[config.mk]
export PLATFORM = sky130hd
export DESIGN_NAME = bit8_to_trit5_flat
export DESIGN_NICKNAME = d
export VERILOG_FILES = /design/src/rtl/bit8_to_trit5_pkg.sv /design/src/rtl/bit8_to_trit5_if.sv /design/src/rtl/bit8_to_trit5_divmod3.sv /design/src/rtl/bit8_to_trit5.sv /design/src/flat_wrapper.sv
export SDC_FILE = /design/constraint.sdc
export NUM_CORES = 1
export LEC_CHECK = 0
export ABC_AREA = 1
export CAP_MARGIN = 20
export CELL_PAD_IN_SITES_DETAIL_PLACEMENT = 1
export CELL_PAD_IN_SITES_GLOBAL_PLACEMENT = 1
export CORE_MARGIN = 3
export CORE_UTILIZATION = 40
export CTS_CLUSTER_DIAMETER = 30
export DETAILED_ROUTE_END_ITERATION = 10
export PLACE_DENSITY_LB_ADDON = 0.12
export SYNTH_ARGS = -nofsm -noshare
export SYNTH_HDL_FRONTEND = slang
export SYNTH_SLANG_ARGS = --single-unit
export TNS_END_PERCENT = 10
[constraint.sdc]
create_clock -name clk -period 8.7 [get_ports clk]
set_input_delay 2.175 -clock clk [delete_from_list [all_inputs] [get_ports clk]]
set_output_delay 2.175 -clock clk [all_outputs]
set_load 0.02 [all_outputs]
[src/rtl/bit8_to_trit5_pkg.sv]
// Shared types and constants for the 5-trit packer/unpacker pair.
// SIGNED_TRIT_EN: trit value 2 encodes as 2'b11 instead of 2'b10.
package ntru_pack_pkg;

  typedef enum logic [1:0] {
    IDLE,
    DIV,
    DONE
  } state_t;

  localparam logic [1:0] TRIT_ZERO = 2'b00;
  localparam logic [1:0] TRIT_ONE  = 2'b01;
`ifdef SIGNED_TRIT_EN
  localparam logic [1:0] TRIT_TWO  = 2'b11;
`else
  localparam logic [1:0] TRIT_TWO  = 2'b10;
`endif

  localparam logic [7:0] MAX_PACKED = 8'd242;

  // map a remainder 0..2 onto its output trit code
  function automatic logic [1:0] trit_code(
    input logic [1:0] r
  );
    logic [1:0] c;
    c = TRIT_ZERO;
    unique case (1'b1)
      (r == 2'd1): c = TRIT_ONE;
      (r == 2'd2): c = TRIT_TWO;
      default:     c = TRIT_ZERO;
    endcase
    return c;
  endfunction

endpackage

[src/rtl/bit8_to_trit5_if.sv]
// Byte-in / trits-out valid-ready bundle for the trit unpacker.
// master drives bytes and consumes trits; slave is the unpacker.
interface bit8_to_trit5_if #(
  parameter int NUM_TRITS = 5,
  parameter int IN_W      = 8
);

  logic                   in_valid;
  logic                   in_ready;
  logic [IN_W-1:0]        in_byte;
  logic                   out_valid;
  logic                   out_ready;
  logic [2*NUM_TRITS-1:0] out_trits;
  logic                   out_err;

  modport master (
    output in_valid,
    output in_byte,
    output out_ready,
    input  in_ready,
    input  out_valid,
    input  out_trits,
    input  out_err
  );

  modport slave (
    input  in_valid,
    input  in_byte,
    input  out_ready,
    output in_ready,
    output out_valid,
    output out_trits,
    output out_err
  );

endinterface

[src/rtl/bit8_to_trit5_divmod3.sv]
// Constant divide-by-3 of an 8-bit value, long division unrolled.
// Remainder never exceeds 2, so a 3-bit trial subtract suffices.
module divmod3_u8 (
  input  logic [7:0] in,
  output logic [7:0] q,
  output logic [1:0] r
);

  logic [1:0] acc;
  logic [2:0] t;

  // shift in one dividend bit at a time, subtract 3 when it fits
  always_comb begin
    q   = '0;
    acc = '0;
    t   = '0;
    for (int i = 7; i >= 0; i--) begin
      t = {acc, in[i]};
      if (t >= 3'd3) begin
        q[i] = 1'b1;
        acc  = 2'(t - 3'd3);
      end else begin
        acc  = t[1:0];
      end
    end
    r = acc;
  end

endmodule

[src/rtl/bit8_to_trit5.sv]
// Iterative byte-to-5-trit unpacker, one divide-by-3 per cycle.
// SIGNED_TRIT_EN selects 2'b11 for trit value 2 (see package).
module bit8_to_trit5
  import ntru_pack_pkg::*;
#(
  parameter int NUM_TRITS = 5,
  parameter int IN_W      = 8
) (
  input logic             clk,
  input logic             rst,
  bit8_to_trit5_if.slave  bus
);

  localparam int CW = $clog2(NUM_TRITS);
  localparam int TW = 2 * NUM_TRITS;
  localparam logic [CW-1:0] LAST = CW'(NUM_TRITS - 1);

  state_t          state;
  state_t          state_nx;
  logic [IN_W-1:0] rem;
  logic [CW-1:0]   cnt;
  logic [TW-1:0]   trits;
  logic            err;
  logic [7:0]      q;
  logic [1:0]      r;

  divmod3_u8 u_div (
    .in (rem),
    .q  (q),
    .r  (r)
  );

  // state register
  always_ff @(posedge clk) begin
    if (rst) begin
      state <= IDLE;
    end else begin
      state <= state_nx;
    end
  end

  // next state; outputs decode from state only
  always_comb begin
    state_nx      = state;
    bus.in_ready  = 1'b0;
    bus.out_valid = 1'b0;
    unique case (state)
      IDLE: begin
        bus.in_ready = 1'b1;
        if (bus.in_valid) state_nx = DIV;
      end
      DIV: begin
        if (cnt == LAST) state_nx = DONE;
      end
      DONE: begin
        bus.out_valid = 1'b1;
        if (bus.out_ready) state_nx = IDLE;
      end
      default: state_nx = IDLE;
    endcase
  end

  // rejected bytes still run all divide steps; only the output is masked
  always_comb begin
    bus.out_err   = bus.out_valid & err;
    bus.out_trits = '0;
    if (bus.out_valid && !err) bus.out_trits = trits;
  end

  // latch the byte, then peel one trit per cycle
  always_ff @(posedge clk) begin
    if (rst) begin
      rem   <= '0;
      cnt   <= '0;
      trits <= '0;
      err   <= 1'b0;
    end else begin
      unique case (state)
        IDLE: begin
          if (bus.in_valid) begin
            rem   <= bus.in_byte;
            cnt   <= '0;
            trits <= '0;
            err   <= (bus.in_byte > MAX_PACKED);
          end
        end
        DIV: begin
          trits[{cnt, 1'b0} +: 2] <= trit_code(r);
          rem <= q;
          if (cnt != LAST) cnt <= cnt + CW'(1);
        end
        default: ;
      endcase
    end
  end

endmodule

[src/flat_wrapper.sv]
// flat-port wrapper written by rule: the top's interface ports become plain ports
module bit8_to_trit5_flat import ntru_pack_pkg::*;
#(
  parameter int NUM_TRITS = 5,
  parameter int IN_W      = 8
)
  (clk, rst, bus_in_valid, bus_in_byte, bus_out_ready, bus_in_ready, bus_out_valid, bus_out_trits, bus_out_err);
  bit8_to_trit5_if #(.NUM_TRITS(NUM_TRITS), .IN_W(IN_W)) bus_i ();
  input logic clk;
  input logic rst;
  input wire logic [$bits(bus_i.in_valid)-1:0] bus_in_valid;
  input wire logic [$bits(bus_i.in_byte)-1:0] bus_in_byte;
  input wire logic [$bits(bus_i.out_ready)-1:0] bus_out_ready;
  output wire logic [$bits(bus_i.in_ready)-1:0] bus_in_ready;
  output wire logic [$bits(bus_i.out_valid)-1:0] bus_out_valid;
  output wire logic [$bits(bus_i.out_trits)-1:0] bus_out_trits;
  output wire logic [$bits(bus_i.out_err)-1:0] bus_out_err;
  assign bus_i.in_valid = bus_in_valid;
  assign bus_i.in_byte = bus_in_byte;
  assign bus_i.out_ready = bus_out_ready;
  assign bus_in_ready = bus_i.in_ready;
  assign bus_out_valid = bus_i.out_valid;
  assign bus_out_trits = bus_i.out_trits;
  assign bus_out_err = bus_i.out_err;
  bit8_to_trit5 #(.NUM_TRITS(NUM_TRITS), .IN_W(IN_W)) u_core (.clk(clk), .rst(rst), .bus(bus_i));
endmodule
==> results of run 1 <==
-- layout make-up --
type	instances	share of cell area [%]
Clock buffer	3	2.00
Sequential cell	24	23.3
Multi-Input combinational cell	188	48.8
Inverter	54	9.82
Timing Repair Buffer	24	11.6
Clock inverter	1	1.46
Tap cell	50	3.03
-- registers in the layout, indices dropped and copies added, names as in the netlist --
name,flops
u_core.trits,10
u_core.cnt,3
u_core.rem,8
u_core.state,2
u_core.err,1
-- cells by family (layout without fill, tap and decap cells) --
kind of cell | Yosys count | after routing | share of synthesized area [%]
AOI/OAI and AO/OA | 36 | 36 | 12.4
adders and majority gates | 11 | 11 | 8.08
and+or+nand+nor | 141 | 141 | 38.5
buffers and inverters | 58 | 82 | 12.8
DFF | 24 | 24 | 28.2
-- Yosys cell counts (all sizes together) (2+ instances only) --
master  instances
nand2          61
inv            54
nand3          35
nor2           31
dfxtp          24
a21oi          17
ha             11
o21ai          11
nand4           7
nor3            5
clkbuf          4
a211oi          2
a221oi          2
a31oi           2
nor3b           2
-- worst register-to-register path: cells and delay by family (launching register included) --
family | cells | cell delay [ns]
simple gates | 21 | 2.14
fa+ha+maj | 6 | 1.14
buf+inv | 6 | 0.43
compound gates | 3 | 0.42
flops | 1 | 0.38
-- metrics by stage --
step	hold slack, ns	std cells	cell area (um2)	total power [mW]	worst slack [ns]
6_report	0.490	344	2060	0.442	4.07
5_1_grt	0.513	344	2060	0.480	3.44
4_1_cts	0.493	344	2060	0.447	4.01
3_5_place_dp	0.479	340	1990	0.348	4.04
3_3_place_gp	0.476	340	1990	0.342	4.23
2_1_floorplan	0.450	270	1700	0.298	4.68
-- per-layer routing --
metal / part of all wire, % / wire (um)
met5: 0 / 0
met2: 51 / 2190
met1: 46 / 2010
met4: 1.2 / 50
met3: 1.7 / 73
-- final timing paths --
path | from | endpoint | cells past startpoint
hold / removal | u_core.trits[2]$_SDFFE_PP0P_ | u_core.trits[2]$_SDFFE_PP0P_ | 2
setup reg to reg | u_core.rem[7]$_SDFFE_PP0P_ | u_core.trits[5]$_SDFFE_PP0P_ | 36
setup / recovery | u_core.rem[7]$_SDFFE_PP0P_ | u_core.trits[5]$_SDFFE_PP0P_ | 36
hold reg to reg | u_core.trits[2]$_SDFFE_PP0P_ | u_core.trits[2]$_SDFFE_PP0P_ | 2
-- power by group through the flow --
stage	sequential, mW	combinational [mW]	clock, mW
after floorplan	0.126	0.172	0
after global routing	0.128	0.247	0.105
after global placement	0.128	0.214	0
after detailed placement	0.129	0.219	0
final	0.126	0.218	0.0985
after CTS	0.126	0.220	0.101
==> flow_summary_export.csv, run 1 <==
group,metric,value,unit
outcome,run_status,"finished clean",
grt,grtUsageMet1,22.6,%
yosys,yosysWarnings,0,
routing,drc,0,
floorplanning,die_w,71.3,um
sta,relSlewSlack,45.7,%
setup_path,path_class,"register to register",
grt,first_global_vias,1804,
sta,finClkSkew,0.00146,ns
finish,area_delta_synth_final,21.1,%
finish,multiInputGateArea,1010,um2
grt,grt_use_met3,2.52,%
sta,rsz0062_at_grt,"false",
sta,fin_crit,4.63,ns
sta,max_clock_freq,0.216,GHz
place,dp_hpwl,3.45,mm
routing,first_pass_iters,4,
floorplanning,coreArea,4060,um2
clock_tree,cts.sinks,24,
yosys,netlist_instances,270,
sta,hold_viol,0,
place,gp_congestion,0.762,
finish,fillers,560,
sta,period_share,53.2,%
sta,worstMarginPinSlew,0.812,ns
yosys,syn_avg_cell_area,6.31,um2
floorplanning,start_util,42.0,%
yosys,synth-async-reset-ratio,0,%
yosys,ys_ff_latch,24,
finish,final_common_cell,"inv_1",
yosys,synth_nets,293,
pwr,intPower,252,uW
grt,grt_util_met2,32.7,%
clock_tree,h-tree-depth,1,
yosys,syn_area,1700,um2
finish,final_util,50.8,%
place,port_buffers,24,
setup_path,path_buf_inv,6,
yosys,yosys_most_used_dff,"dfxtp_1",
setup_path,cp-end-kind,"register",
routing,dr_total_vias,1763,
finish,seqCellArea,480,um2
pwr,peakVddDrop,0.142,mV
grt,grt_overflow_total,0,
grt,grt_busiest_layer,"met2",
setup_path,crit_family,"simple AND/OR/NAND/NOR gates",
finish,final_cell_mix,"inv_1 (54), nand2_1 (52), nand3_1 (34)",
clock_tree,clockBufferDepth,2,
clock_tree,cts_root_buffer,"clkbuf_8",
clock_tree,tritoncts,"built",
setup_path,cp-start-kind,"register",
clock_tree,cts_made_buffers,3,
setup_path,crit_top_cell,"nand2_1",
pwr,p_per_area,214,nW/um2
yosys,synth-seq-area-share,28.2,%
setup_path,worst-endpoint-arrival,4.81,ns
floorplanning,rows,23,
setup_path,max_stage_delay,0.38,ns
floorplanning,die_y,71.3,um
pwr,swShare,43.0,%
clock_tree,clk_latency,0.27,ns
finish,antenna_cells,0,
pwr,combPwrFrac,49.3,%
clock_tree,clkTransAtPathRegs,0.09,ns
sta,tns,0,ns
routing,wl_per_cell,12.6,um
clock_tree,post-cts-setup-buffers,0,
routing,vias_per_cell,5.13,
floorplanning,io_pins,25,
pwr,p_switching,190,uW
clock_tree,postCtsHoldBufs,0,
grt,grt_max_degree,22,
grt,grt_pass1_wl,7.65,mm
floorplanning,die_area,5080,um2
routing,routed_wl,4.33,mm
pwr,p_leak,0.902,nW
hold_path,min_path_type,"register to register",
grt,grt_use_total,17.9,%
flow_run,maxCapViolCount,0,
yosys,synth_area_leader_cell,"dfxtp_1",
yosys,ys_types,23,
finish,final_layout_size_suffix_gt1_share,7.14,%
setup_path,critPathSlowestCell,"dfxtp_1",
yosys,yosysTopAreaCellShare,28.2,%
sta,setup_viol,0,
finish,fin_nets,318,
grt,antenna_found_initial,0,
pwr,p_seq_share,28.5,%
sta,slew_viol_final,0,
setup_path,critPathRequiredTime,8.88,ns
setup_path,r2r_slack,4.07,ns
pwr,pwr-share-clk,22.3,%
clock_tree,cts_resized,0,
yosys,synthTopCellsByArea,"dfxtp_1 (28%), inv_1 (12%), nand2_1 (11%)",
routing,detail-route-antenna-nets,0,
yosys,synth_edf_count,0,
routing,drtIter0Drc,42,
setup_path,crit_fanout,6,
Power figures use the tool's default switching activity.
==> run 2: changes to the inputs <==
- CORE_UTILIZATION: 40 -> 34
- clock period: 8.7 -> 3.95 ns (I/O delays scaled with it)
==> run 2 against run 1 <==
Net effect:
- the run now ends with setup timing left
- final cell count increased by 16%
- global-route usage grew 0.60 points
- highest routed layer unchanged
- clock-buffer cell count is the same
- first-iteration DRC count down 21%
- largest cell class unchanged
- worst hold slack got worse by 0.0014 ns
==> flow_summary_export.csv, run 2 (synthesized netlist as in run 1, its figures left out) <==
group,metric,value,unit
outcome,run_status,"finished with violations",
outcome,violations,"setup timing",
setup_path,path_class,"register to register",
setup_path,cp-start-kind,"register",
clock_tree,h-tree-depth,1,
finish,final_common_cell,"inv_1",
hold_path,min_path_type,"register to register",
clock_tree,cts.sinks,24,
sta,slew_viol_final,0,
clock_tree,postCtsHoldBufs,0,
grt,first_global_vias,2067,
finish,fin_nets,357,
setup_path,critPathRequiredTime,4.14,ns
setup_path,path_buf_inv,10,
finish,antenna_cells,0,
sta,tns,-0.198,ns
finish,top_register,"u_core.trits",
routing,dr_total_vias,1926,
sta,max_clock_freq,0.250,GHz
grt,grt_max_degree,22,
grt,grt_pass1_wl,9.28,mm
finish,area_delta_synth_final,51.8,%
finish,final_layout_size_suffix_gt1_share,29.4,%
finish,fin_cells,400,
sta,worst_slack,-0.0480,ns
setup_path,worst-endpoint-arrival,4.19,ns
setup_path,r2r_cells,36,
routing,wl_per_cell,12.8,um
setup_path,cp.depth,36,
setup_path,crit_top_cell,"nand2_2",
floorplanning,start_util,35.6,%
setup_path,critPathSlowestCell,"dfxtp_2",
setup_path,max_stage_delay,0.33,ns
grt,grt_use_total,18.5,%
finish,final_cell_mix,"inv_1 (48), nand2_1 (41), buf_4 (36)",
clock_tree,cts_root_buffer,"clkbuf_8",
finish,largestRegisters,"u_core.trits (10), u_core.rem (8), u_core.cnt (3)",
clock_tree,clkTransAtPathRegs,0.09,ns
flow_run,maxCapViolCount,0,
grt,antenna_found_initial,0,
setup_path,crit_family,"simple AND/OR/NAND/NOR gates",
clock_tree,cts_made_buffers,3,
grt,grt_overflow_total,0,
floorplanning,die_area,5900,um2
setup_path,crit_fanout,5,
sta,finClkSkew,0.00866,ns
routing,drc,0,
sta,rsz0062_at_grt,"true",
sta,period_share,101,%
finish,final_util,54.1,%
clock_tree,clk_latency,0.27,ns
floorplanning,rows,25,
place,dp_hpwl,3.59,mm
routing,vias_per_cell,4.82,
routing,drtIter0Drc,33,
clock_tree,tritoncts,"built",
routing,first_pass_iters,4,
sta,worstMarginPinSlew,0.901,ns
floorplanning,die_w,76.8,um
pwr,p_leak,1.11,nW
place,dp.cells,377,
finish,largest_reg_flops,10,
place,gp_congestion,0.719,
floorplanning,coreArea,4790,um2
clock_tree,clockBufferDepth,2,
hold_path,hold_depth,2,
floorplanning,io_pins,25,
routing,routed_wl,5.13,mm
sta,setup_viol,6,
sta,relSlewSlack,39.8,%
pwr,peakVddDrop,0.320,mV
routing,detail-route-antenna-nets,0,
place,port_buffers,24,
sta,hold_viol,0,
sta,fin_crit,4.00,ns
pwr,p_per_area,524,nW/um2
setup_path,cp-end-kind,"register",
floorplanning,die_y,76.8,um
-- run 2: cell types whose count changed in the layout (fill, tap and decap cells not counted), moves of 7 or more --
cell	change
ha_1	-7
buf_4	+36
nand2_2	+9
nand2_1	-11
-- run 2: final cells by class --
cell class                 count  area [um2]
fill                         632        2200
multi-input combinational    188        1200
timing repair buffer          63         544
sequential                    24         483
inverter                      54         208
tap                           67        83.8
clock buffer                   3        41.3
clock inverter                 1        30.0
-- run 2: worst min-delay path, cell delays in order (launching register included) --
cell     delay [ns]
dfxtp_1        0.32
nand3_1        0.07
a21oi_1        0.06
-- run 2: per-stage QoR --
| step | total power, mW | setup WS, ns | hold slack [ns] | cell area [um2] |
|---|---|---|---|---|
| 5_1_grt | 1.47 | -0.349 | 0.516 | 2590 |
| 3_3_place_gp | 0.871 | -0.0616 | 0.476 | 2180 |
| 2_1_floorplan | 0.658 | 0.0155 | 0.450 | 1720 |
| 4_1_cts | 1.32 | -0.0258 | 0.495 | 2510 |
| 6_report | 1.35 | -0.0480 | 0.489 | 2590 |
| 3_5_place_dp | 0.878 | -0.197 | 0.480 | 2180 |
-- run 2: timing repair --
item,4_1_cts,5_1_grt
endpoints found under the hold margin,0,0
endpoints found under the setup margin,11,11
setup buffers,17,2
resized for setup,33,14
pin swaps,29,19
-- run 2: metal layers --
| layer | GRT usage (%) | up-vias | part of all wire [%] |
|---|---|---|---|
| li1 | - | 995 | - |
| met1 | 21.6 | 913 | 43 |
| met2 | 35.7 | 12 | 55 |
| met3 | 1.76 | 6 | 1.1 |
| met4 | 4.35 | 0 | 1.2 |
| met5 | 0 | - | 0 |
-- run 2: final timing paths --
path	endpoint	slack (ns)	startpoint
max	u_core.trits[5]$_SDFFE_PP0P_	-0.05	u_core.rem[6]$_SDFFE_PP0P_
min	u_core.trits[4]$_SDFFE_PP0P_	0.49	u_core.trits[4]$_SDFFE_PP0P_
max reg2reg	u_core.trits[5]$_SDFFE_PP0P_	-0.05	u_core.rem[6]$_SDFFE_PP0P_
min reg2reg	u_core.trits[4]$_SDFFE_PP0P_	0.49	u_core.trits[4]$_SDFFE_PP0P_
-- run 2: power breakdown --
part           switching [mW]  total (mW)  internal, mW
clock network          0.0833       0.219         0.136
logic                   0.449       0.853         0.404
registers              0.0239       0.283         0.259
total                   0.556        1.35         0.799
